$ cat src/rtl/l0_skew_bank_pkg.sv
// Shared mode encodings and sizing helpers for the L0 skew bank.
package l0_skew_bank_pkg;

    typedef enum logic {
        WR_BCAST = 1'b0,
        WR_RR    = 1'b1
    } wr_mode_e;

    typedef enum logic {
        RD_PAR  = 1'b0,
        RD_SKEW = 1'b1
    } rd_mode_e;

    // Length of the skew pipe: lane ROWS-1 pops this many cycles after lane 0.
    function automatic int unsigned skew_len(input int unsigned rows, input int unsigned skew);
        return (rows - 1) * skew;
    endfunction

endpackage

$ cat src/rtl/l0_skew_bank_if.sv
// Bus bundle between the L0 bank and its producer/consumer.
interface l0_skew_bank_if #(
    parameter int unsigned ROWS = 8,
    parameter int unsigned BW   = 4
);
    logic                 wr;
    logic                 rd;
    logic                 wr_mode;
    logic                 rd_mode;
    logic [ROWS*BW-1:0]   in;
    logic [ROWS*BW-1:0]   out;
    logic [ROWS-1:0]      out_valid;
    logic                 o_full;
    logic                 o_empty;
    logic                 o_ready;
    logic                 o_err_ovf;
    logic                 o_err_unf;

    modport master (
        output wr, rd, wr_mode, rd_mode, in,
        input  out, out_valid, o_full, o_empty, o_ready, o_err_ovf, o_err_unf
    );

    modport slave (
        input  wr, rd, wr_mode, rd_mode, in,
        output out, out_valid, o_full, o_empty, o_ready, o_err_ovf, o_err_unf
    );
endinterface

$ cat src/rtl/l0_lane_fifo.sv
// Single-clock lane FIFO with registered pop data. A full lane refuses a push
// and an empty lane refuses a pop regardless of the other side in that cycle.
module l0_lane_fifo #(
    parameter int unsigned BW    = 4,
    parameter int unsigned DEPTH = 64
) (
    input  logic                     clk,
    input  logic                     reset,
    input  logic                     push_i,
    input  logic                     pop_i,
    input  logic [BW-1:0]            din_i,
    output logic [BW-1:0]            dout_o,
    output logic                     dvalid_o,
    output logic [$clog2(DEPTH):0]   count_o
);
    localparam int unsigned AW = $clog2(DEPTH);

    logic [BW-1:0] mem_q [DEPTH];
    logic [AW-1:0] wr_ptr_q, wr_ptr_d;
    logic [AW-1:0] rd_ptr_q, rd_ptr_d;
    logic [AW:0]   count_q, count_d;
    logic [BW-1:0] dout_q, dout_d;
    logic          dvalid_q, dvalid_d;
    logic          full, empty, push_ok, pop_ok;

    // Accept decisions and next-state for pointers, count and output register.
    always_comb begin
        full     = (count_q == (AW+1)'(DEPTH));
        empty    = (count_q == '0);
        push_ok  = push_i & ~full;
        pop_ok   = pop_i & ~empty;
        wr_ptr_d = push_ok ? wr_ptr_q + 1'b1 : wr_ptr_q;
        rd_ptr_d = pop_ok ? rd_ptr_q + 1'b1 : rd_ptr_q;
        count_d  = count_q;
        case ({push_ok, pop_ok})
            2'b10:   count_d = count_q + 1'b1;
            2'b01:   count_d = count_q - 1'b1;
            default: count_d = count_q;
        endcase
        dout_d   = pop_ok ? mem_q[rd_ptr_q] : dout_q;
        dvalid_d = pop_ok;
    end

    // Storage array write; contents are don't-care until pushed.
    always_ff @(posedge clk) begin
        if (push_ok) begin
            mem_q[wr_ptr_q] <= din_i;
        end
    end

    // Control state and registered output.
    always_ff @(posedge clk) begin
        if (reset) begin
            wr_ptr_q <= '0;
            rd_ptr_q <= '0;
            count_q  <= '0;
            dout_q   <= '0;
            dvalid_q <= 1'b0;
        end else begin
            wr_ptr_q <= wr_ptr_d;
            rd_ptr_q <= rd_ptr_d;
            count_q  <= count_d;
            dout_q   <= dout_d;
            dvalid_q <= dvalid_d;
        end
    end

    assign dout_o   = dout_q;
    assign dvalid_o = dvalid_q;
    assign count_o  = count_q;

endmodule

$ cat src/rtl/l0_skew_bank.sv
// L0 input buffer: ROWS lane FIFOs with broadcast/round-robin writes,
// parallel/skewed reads, occupancy-aware ready and sticky error flags.
module l0_skew_bank
    import l0_skew_bank_pkg::*;
#(
    parameter int unsigned ROWS  = 8,
    parameter int unsigned BW    = 4,
    parameter int unsigned DEPTH = 64,
    parameter int unsigned SKEW  = 1
) (
    input  logic              clk,
    input  logic              reset,
    l0_skew_bank_if.slave     bus
);
    localparam int unsigned PIPE = skew_len(ROWS, SKEW);
    localparam int unsigned CW   = $clog2(DEPTH) + 1;
    localparam int unsigned RW   = $clog2(ROWS);

    wr_mode_e        wr_mode_q, wr_mode_d;
    rd_mode_e        rd_mode_q, rd_mode_d;
    logic [RW-1:0]   rr_ptr_q, rr_ptr_d;
    logic [PIPE-1:0] pipe_q, pipe_d;
    logic            ovf_q, ovf_d;
    logic            unf_q, unf_d;

    logic [CW-1:0]   lane_count [ROWS];
    logic [BW-1:0]   lane_dout  [ROWS];
    logic [ROWS-1:0] lane_valid;
    logic [ROWS-1:0] lane_full, lane_empty;
    logic [ROWS-1:0] lane_push, lane_pop;
    logic            any_full, all_empty, pipe_idle;

    // Per-lane occupancy status and bank-level flags derived from state only.
    always_comb begin
        for (int unsigned i = 0; i < ROWS; i++) begin
            lane_full[i]  = (lane_count[i] == CW'(DEPTH));
            lane_empty[i] = (lane_count[i] == '0);
        end
        any_full  = |lane_full;
        all_empty = &lane_empty;
        pipe_idle = ~|pipe_q;
    end

    // Write steering: broadcast is all-or-nothing, round-robin targets rr_ptr.
    always_comb begin
        lane_push = '0;
        rr_ptr_d  = rr_ptr_q;
        ovf_d     = ovf_q;
        if (bus.wr) begin
            if (wr_mode_q == WR_BCAST) begin
                if (any_full) ovf_d = 1'b1;
                else          lane_push = '1;
            end else if (lane_full[rr_ptr_q]) begin
                ovf_d = 1'b1;
            end else begin
                lane_push[rr_ptr_q] = 1'b1;
                rr_ptr_d = (rr_ptr_q == RW'(ROWS - 1)) ? '0 : rr_ptr_q + 1'b1;
            end
        end
    end

    // Read steering: lane 0 pops on rd, lane i taps the skew pipe i*SKEW-1 stages in.
    always_comb begin
        lane_pop  = '0;
        pipe_d[0] = bus.rd & (rd_mode_q == RD_SKEW);
        for (int unsigned k = 1; k < PIPE; k++) begin
            pipe_d[k] = pipe_q[k-1];
        end
        if (rd_mode_q == RD_PAR) begin
            lane_pop = {ROWS{bus.rd}};
        end else begin
            lane_pop[0] = bus.rd;
            for (int unsigned i = 1; i < ROWS; i++) begin
                lane_pop[i] = pipe_q[i*SKEW-1];
            end
        end
        unf_d = unf_q | (|(lane_pop & lane_empty));
    end

    // Modes only change once the bank is drained and no skewed pop is in flight.
    always_comb begin
        wr_mode_d = wr_mode_q;
        rd_mode_d = rd_mode_q;
        if (all_empty && pipe_idle) begin
            wr_mode_d = wr_mode_e'(bus.wr_mode);
            rd_mode_d = rd_mode_e'(bus.rd_mode);
        end
    end

    // Bank control registers.
    always_ff @(posedge clk) begin
        if (reset) begin
            wr_mode_q <= WR_BCAST;
            rd_mode_q <= RD_PAR;
            rr_ptr_q  <= '0;
            pipe_q    <= '0;
            ovf_q     <= 1'b0;
            unf_q     <= 1'b0;
        end else begin
            wr_mode_q <= wr_mode_d;
            rd_mode_q <= rd_mode_d;
            rr_ptr_q  <= rr_ptr_d;
            pipe_q    <= pipe_d;
            ovf_q     <= ovf_d;
            unf_q     <= unf_d;
        end
    end

    for (genvar g = 0; g < ROWS; g++) begin : g_lane
        l0_lane_fifo #(
            .BW    (BW),
            .DEPTH (DEPTH)
        ) u_fifo (
            .clk      (clk),
            .reset    (reset),
            .push_i   (lane_push[g]),
            .pop_i    (lane_pop[g]),
            .din_i    (bus.in[g*BW +: BW]),
            .dout_o   (lane_dout[g]),
            .dvalid_o (lane_valid[g]),
            .count_o  (lane_count[g])
        );
    end

    // Output bus assembly.
    always_comb begin
        bus.out = '0;
        for (int unsigned i = 0; i < ROWS; i++) begin
            bus.out[i*BW +: BW] = lane_dout[i];
        end
        bus.out_valid = lane_valid;
        bus.o_full    = any_full;
        bus.o_empty   = all_empty;
        bus.o_ready   = (wr_mode_q == WR_BCAST) ? ~any_full : ~lane_full[rr_ptr_q];
        bus.o_err_ovf = ovf_q;
        bus.o_err_unf = unf_q;
    end

endmodule
$ cat src/flat_wrapper.sv
// flat-port wrapper written by rule: the top's interface ports become plain ports
module l0_skew_bank_flat import l0_skew_bank_pkg::*;
#(
    parameter int unsigned ROWS  = 8,
    parameter int unsigned BW    = 4,
    parameter int unsigned DEPTH = 64,
    parameter int unsigned SKEW  = 1
)
  (clk, reset, bus_wr, bus_rd, bus_wr_mode, bus_rd_mode, bus_in, bus_out, bus_out_valid, bus_o_full, bus_o_empty, bus_o_ready, bus_o_err_ovf, bus_o_err_unf);
  l0_skew_bank_if #(.ROWS(ROWS), .BW(BW)) bus_i ();
  input  logic clk;
  input  logic reset;
  input wire logic [$bits(bus_i.wr)-1:0] bus_wr;
  input wire logic [$bits(bus_i.rd)-1:0] bus_rd;
  input wire logic [$bits(bus_i.wr_mode)-1:0] bus_wr_mode;
  input wire logic [$bits(bus_i.rd_mode)-1:0] bus_rd_mode;
  input wire logic [$bits(bus_i.in)-1:0] bus_in;
  output wire logic [$bits(bus_i.out)-1:0] bus_out;
  output wire logic [$bits(bus_i.out_valid)-1:0] bus_out_valid;
  output wire logic [$bits(bus_i.o_full)-1:0] bus_o_full;
  output wire logic [$bits(bus_i.o_empty)-1:0] bus_o_empty;
  output wire logic [$bits(bus_i.o_ready)-1:0] bus_o_ready;
  output wire logic [$bits(bus_i.o_err_ovf)-1:0] bus_o_err_ovf;
  output wire logic [$bits(bus_i.o_err_unf)-1:0] bus_o_err_unf;
  assign bus_i.wr = bus_wr;
  assign bus_i.rd = bus_rd;
  assign bus_i.wr_mode = bus_wr_mode;
  assign bus_i.rd_mode = bus_rd_mode;
  assign bus_i.in = bus_in;
  assign bus_out = bus_i.out;
  assign bus_out_valid = bus_i.out_valid;
  assign bus_o_full = bus_i.o_full;
  assign bus_o_empty = bus_i.o_empty;
  assign bus_o_ready = bus_i.o_ready;
  assign bus_o_err_ovf = bus_i.o_err_ovf;
  assign bus_o_err_unf = bus_i.o_err_unf;
  l0_skew_bank #(.ROWS(ROWS), .BW(BW), .DEPTH(DEPTH), .SKEW(SKEW)) u_core (.clk(clk), .reset(reset), .bus(bus_i));
endmodule
$ cat config.mk
export PLATFORM = sky130hd
export DESIGN_NAME = l0_skew_bank_flat
export DESIGN_NICKNAME = d
export VERILOG_FILES = /design/src/rtl/l0_skew_bank_pkg.sv /design/src/rtl/l0_skew_bank_if.sv /design/src/rtl/l0_lane_fifo.sv /design/src/rtl/l0_skew_bank.sv /design/src/flat_wrapper.sv
export SDC_FILE = /design/constraint.sdc
export NUM_CORES = 2
export LEC_CHECK = 0
export ABC_AREA = 1
export CELL_PAD_IN_SITES_DETAIL_PLACEMENT = 0
export CELL_PAD_IN_SITES_GLOBAL_PLACEMENT = 1
export CORE_MARGIN = 4
export CORE_UTILIZATION = 51
export DETAILED_ROUTE_END_ITERATION = 10
export GPL_ROUTABILITY_DRIVEN = 0
export PLACE_DENSITY = 0.76
export SLEW_MARGIN = 40
export SYNTH_ARGS = -nofsm -noshare
export SYNTH_HDL_FRONTEND = slang
export SYNTH_SLANG_ARGS = --single-unit
$ cat constraint.sdc
create_clock -name clk -period 4.55 [get_ports clk]
set_input_delay 0.91 -clock clk [delete_from_list [all_inputs] [get_ports clk]]
set_output_delay 0.91 -clock clk [all_outputs]
set_load 0.05 [all_outputs]
==> flow_summary.toml <==
[global_routing]
grt_max_degree = 96
grt_util_all_layers = 0.2354
grt_busiest_layer = "met2"
met1_usage = 0.3210
use_met2 = 0.3965
grt_pass1_wl_um = 354700
grt.overflow.total = 0
grt.met3_usage = 0.02776
antenna_found_initial = 0
grt_pass1_vias = 61930

[floorplanning]
die_w_um = 439.5
top_level_ports = 83
core_area_um2 = 185200
start_util = 0.5126
die_area_um2 = 193200
die_h_um = 439.5
rows = 158

[synth]
syn_avg_cell_area_um2 = 10.91
ys_types = 36
synth.cell_area_um2 = 94960
ys_seq_area_frac = 0.6911
yosys-top-cells-area = "edfxtp_1 (65%), nor2_1 (8.8%), o21ai_0 (6.1%)"
yosysTopAreaCell = "edfxtp_1"
synthFlopType = "edfxtp_1"
synthArstFlopShare = 0
synth_nets = 8812
ys_top_cells_by_count = "nor2_1 (2,232), edfxtp_1 (2,048), o21ai_0 (1,150), nand2_1 (762), nand3_1 (446)"
synth_most_common_cell = "nor2_1"
synth-edff-count = 2048
synth_top_area_share = 0.6476
yosysWarnings = 0
synth_cells = 8700
ys_ff_latch = 2254

[route]
drt_iter0_markers = 5449
drt-total-wl_um = 230200
viasPerCell = 5.587
wl_per_cell_um = 20.30
ant_nets = 0
drt_pass1_iterations = 6
drc = 0
vias = 63350

[run_status]
outcome = "completed"

[sta]
finClkSkew_ns = 0.03325
maxSlewHeadroom = 0.4353
hold_viol_final = 0
setup_tns_ns = 0
holdWs_ns = 0.4515
fin_crit_sh = 0.9309
rsz0062_at_grt = "no"
worst_pin_slew_ns = 0.8459
fmaxAchievable_ghz = 0.2361
final_max_slew_viol_count = 0
fin_crit_ns = 4.236
fin_ws_ns = 0.3142
setup_viol = 0

[clock_tree]
cts_num_sinks = 2254
cts_buffers = 225
clk_path_buf_depth = 3
postCtsHoldBufs = 0
cts_setup_buffers = 0
root_buffer = "clkbuf_16"
htreeDepth = 4
insertion_delay_ns = 0.87
path_clk_slew_ns = 0.06
post_cts_resized = 1
cts_tree = "built"

[critical_path]
start_kind = "flip-flop"
end_kind = "primary output"
worstPathArrival_ns = 3.33
crit_fanout = 4
crit_required_ns = 3.64
critical_path_class = "reg2out"

[place]
place_hpwl_um = 141600
portBuffers = 82
dp_cells = 10910
dp_worst_setup_slack_ns = 0.2988

[layout]
stdcell_count = 11340
diodes = 0
fin_nets = 8772
area_growth_pct = 10.97
drive_gt1_frac = 0.07427

[run]
drv_cap = 0

[power]
powerDensity_nw_per_um2 = 532.2
ir_worst_vdd_v = 0.0003883
power.leakage_nw = 36.21
total_power_mw = 56.09

[hold_path]
min-delay-path-class = "reg2reg"
## path summary, 6_finish.rpt
path	slack, ns	end	depth (start not counted)	from
max	0.31	bus_o_empty	9	u_core.g_lane[2].u_fifo.count_o[1]$_SDFFE_PP0P_
min	0.45	u_core.pipe_q[3]$_SDFF_PP0_	2	u_core.pipe_q[2]$_SDFF_PP0_
max reg2reg	0.66	u_core.g_lane[4].u_fifo.count_o[6]$_SDFFE_PP0P_	19	u_core.g_lane[2].u_fifo.count_o[1]$_SDFFE_PP0P_
min reg2reg	0.45	u_core.pipe_q[3]$_SDFF_PP0_	2	u_core.pipe_q[2]$_SDFF_PP0_
## where the power goes
part	switching [mW]	leakage (nW)	internal (mW)	total, mW
Clock	7.68	3.63	10.8	18.4
Combinational	9.56	12.5	4.00	13.6
Sequential	0.763	20.1	23.3	24.1
Total	18.0	36.2	38.1	56.1
## registers in the layout, indices dropped and copies added (netlist names)
register                       cells
u_core.wr_mode_q                   1
u_core.g_lane.u_fifo.dout_o       32
u_core.pipe_q                      7
u_core.rr_ptr_q                    3
u_core.g_lane.u_fifo.rd_ptr_q     48
u_core.g_lane.u_fifo.mem_q      2048
u_core.g_lane.u_fifo.count_o      56
u_core.g_lane.u_fifo.wr_ptr_q     48
u_core.bus.o_err_ovf               1
u_core.bus.o_err_unf               1
u_core.rd_mode_q                   1
u_core.g_lane.u_fifo.dvalid_o      8
## placed cells by master, fill, tap and decap left out, drive strengths merged
cell type      instances
a21oi                294
a31oi                  1
and2                   1
buf                  133
bufinv                19
clkbuf               320
clkdlybuf4s50         47
clkinv                95
clkinvlp              10
dfxtp                206
dlygate4sd2            1
edfxtp              2048
fa                     8
ha                    66
inv                  412
mux2i                  1
nand2                771
nand3                447
nand3b                 1
nand4                 49
nor2                2234
nor3                  27
nor3b                  1
nor4                   1
o211ai               256
o21a                   1
o21ai               1169
o22ai                 33
or2                  127
xnor2                 14
xor2                  67
## per-layer routing
metal,share of wire,vias up
met1,0.44,30840
met3,0.054,389
met2,0.48,1813
met5,0,-
li1,-,30310
met4,0.030,0
## kinds of logic (layout without fill, tap and decap cells)
logic type      count (synthesis)  after routing  synth area share
buf+inv                       877           1037           0.03523
fa+ha+maj                      74             74           0.01038
simple gates                 3659           3659            0.1560
flops                        2254           2254            0.6911
mux                             1              1         0.0001054
compound gates               1754           1754           0.09970
xor+xnor                       81             81          0.007471
## critical path: stages, from the launching register on
cell and delay, ns:
dfxtp_1 0.33, inv_1 0.09, nand2_1 0.06, nor2_1 0.33, inv_1 0.07, nor3_1 0.34
nand2_1 0.10, nor3_1 0.20, and2_1 0.33, dlygate4sd2_1 0.60
## per-stage QoR
| stage | utilization | cell area [µm²] |
|---|---|---|
| floorplan | - | 94960 |
| finish | 0.5689 | 105400 |
| global route | 0.5689 | 105400 |
| detailed placement | 0.5285 | 97900 |
| CTS | 0.5686 | 105300 |
| global placement | 0.5281 | 97820 |
## layout make-up
type | instances | area (µm²)
Multi-Input combinational cell | 5569 | 26000
Fill cell | 15470 | 79860
Clock inverter | 107 | 1104
Clock buffer | 320 | 6334
Inverter | 429 | 1627
Timing Repair Buffer | 181 | 1551
Sequential cell | 2254 | 65670
Tap cell | 2480 | 3103
(Power assumes the default switching activity.)
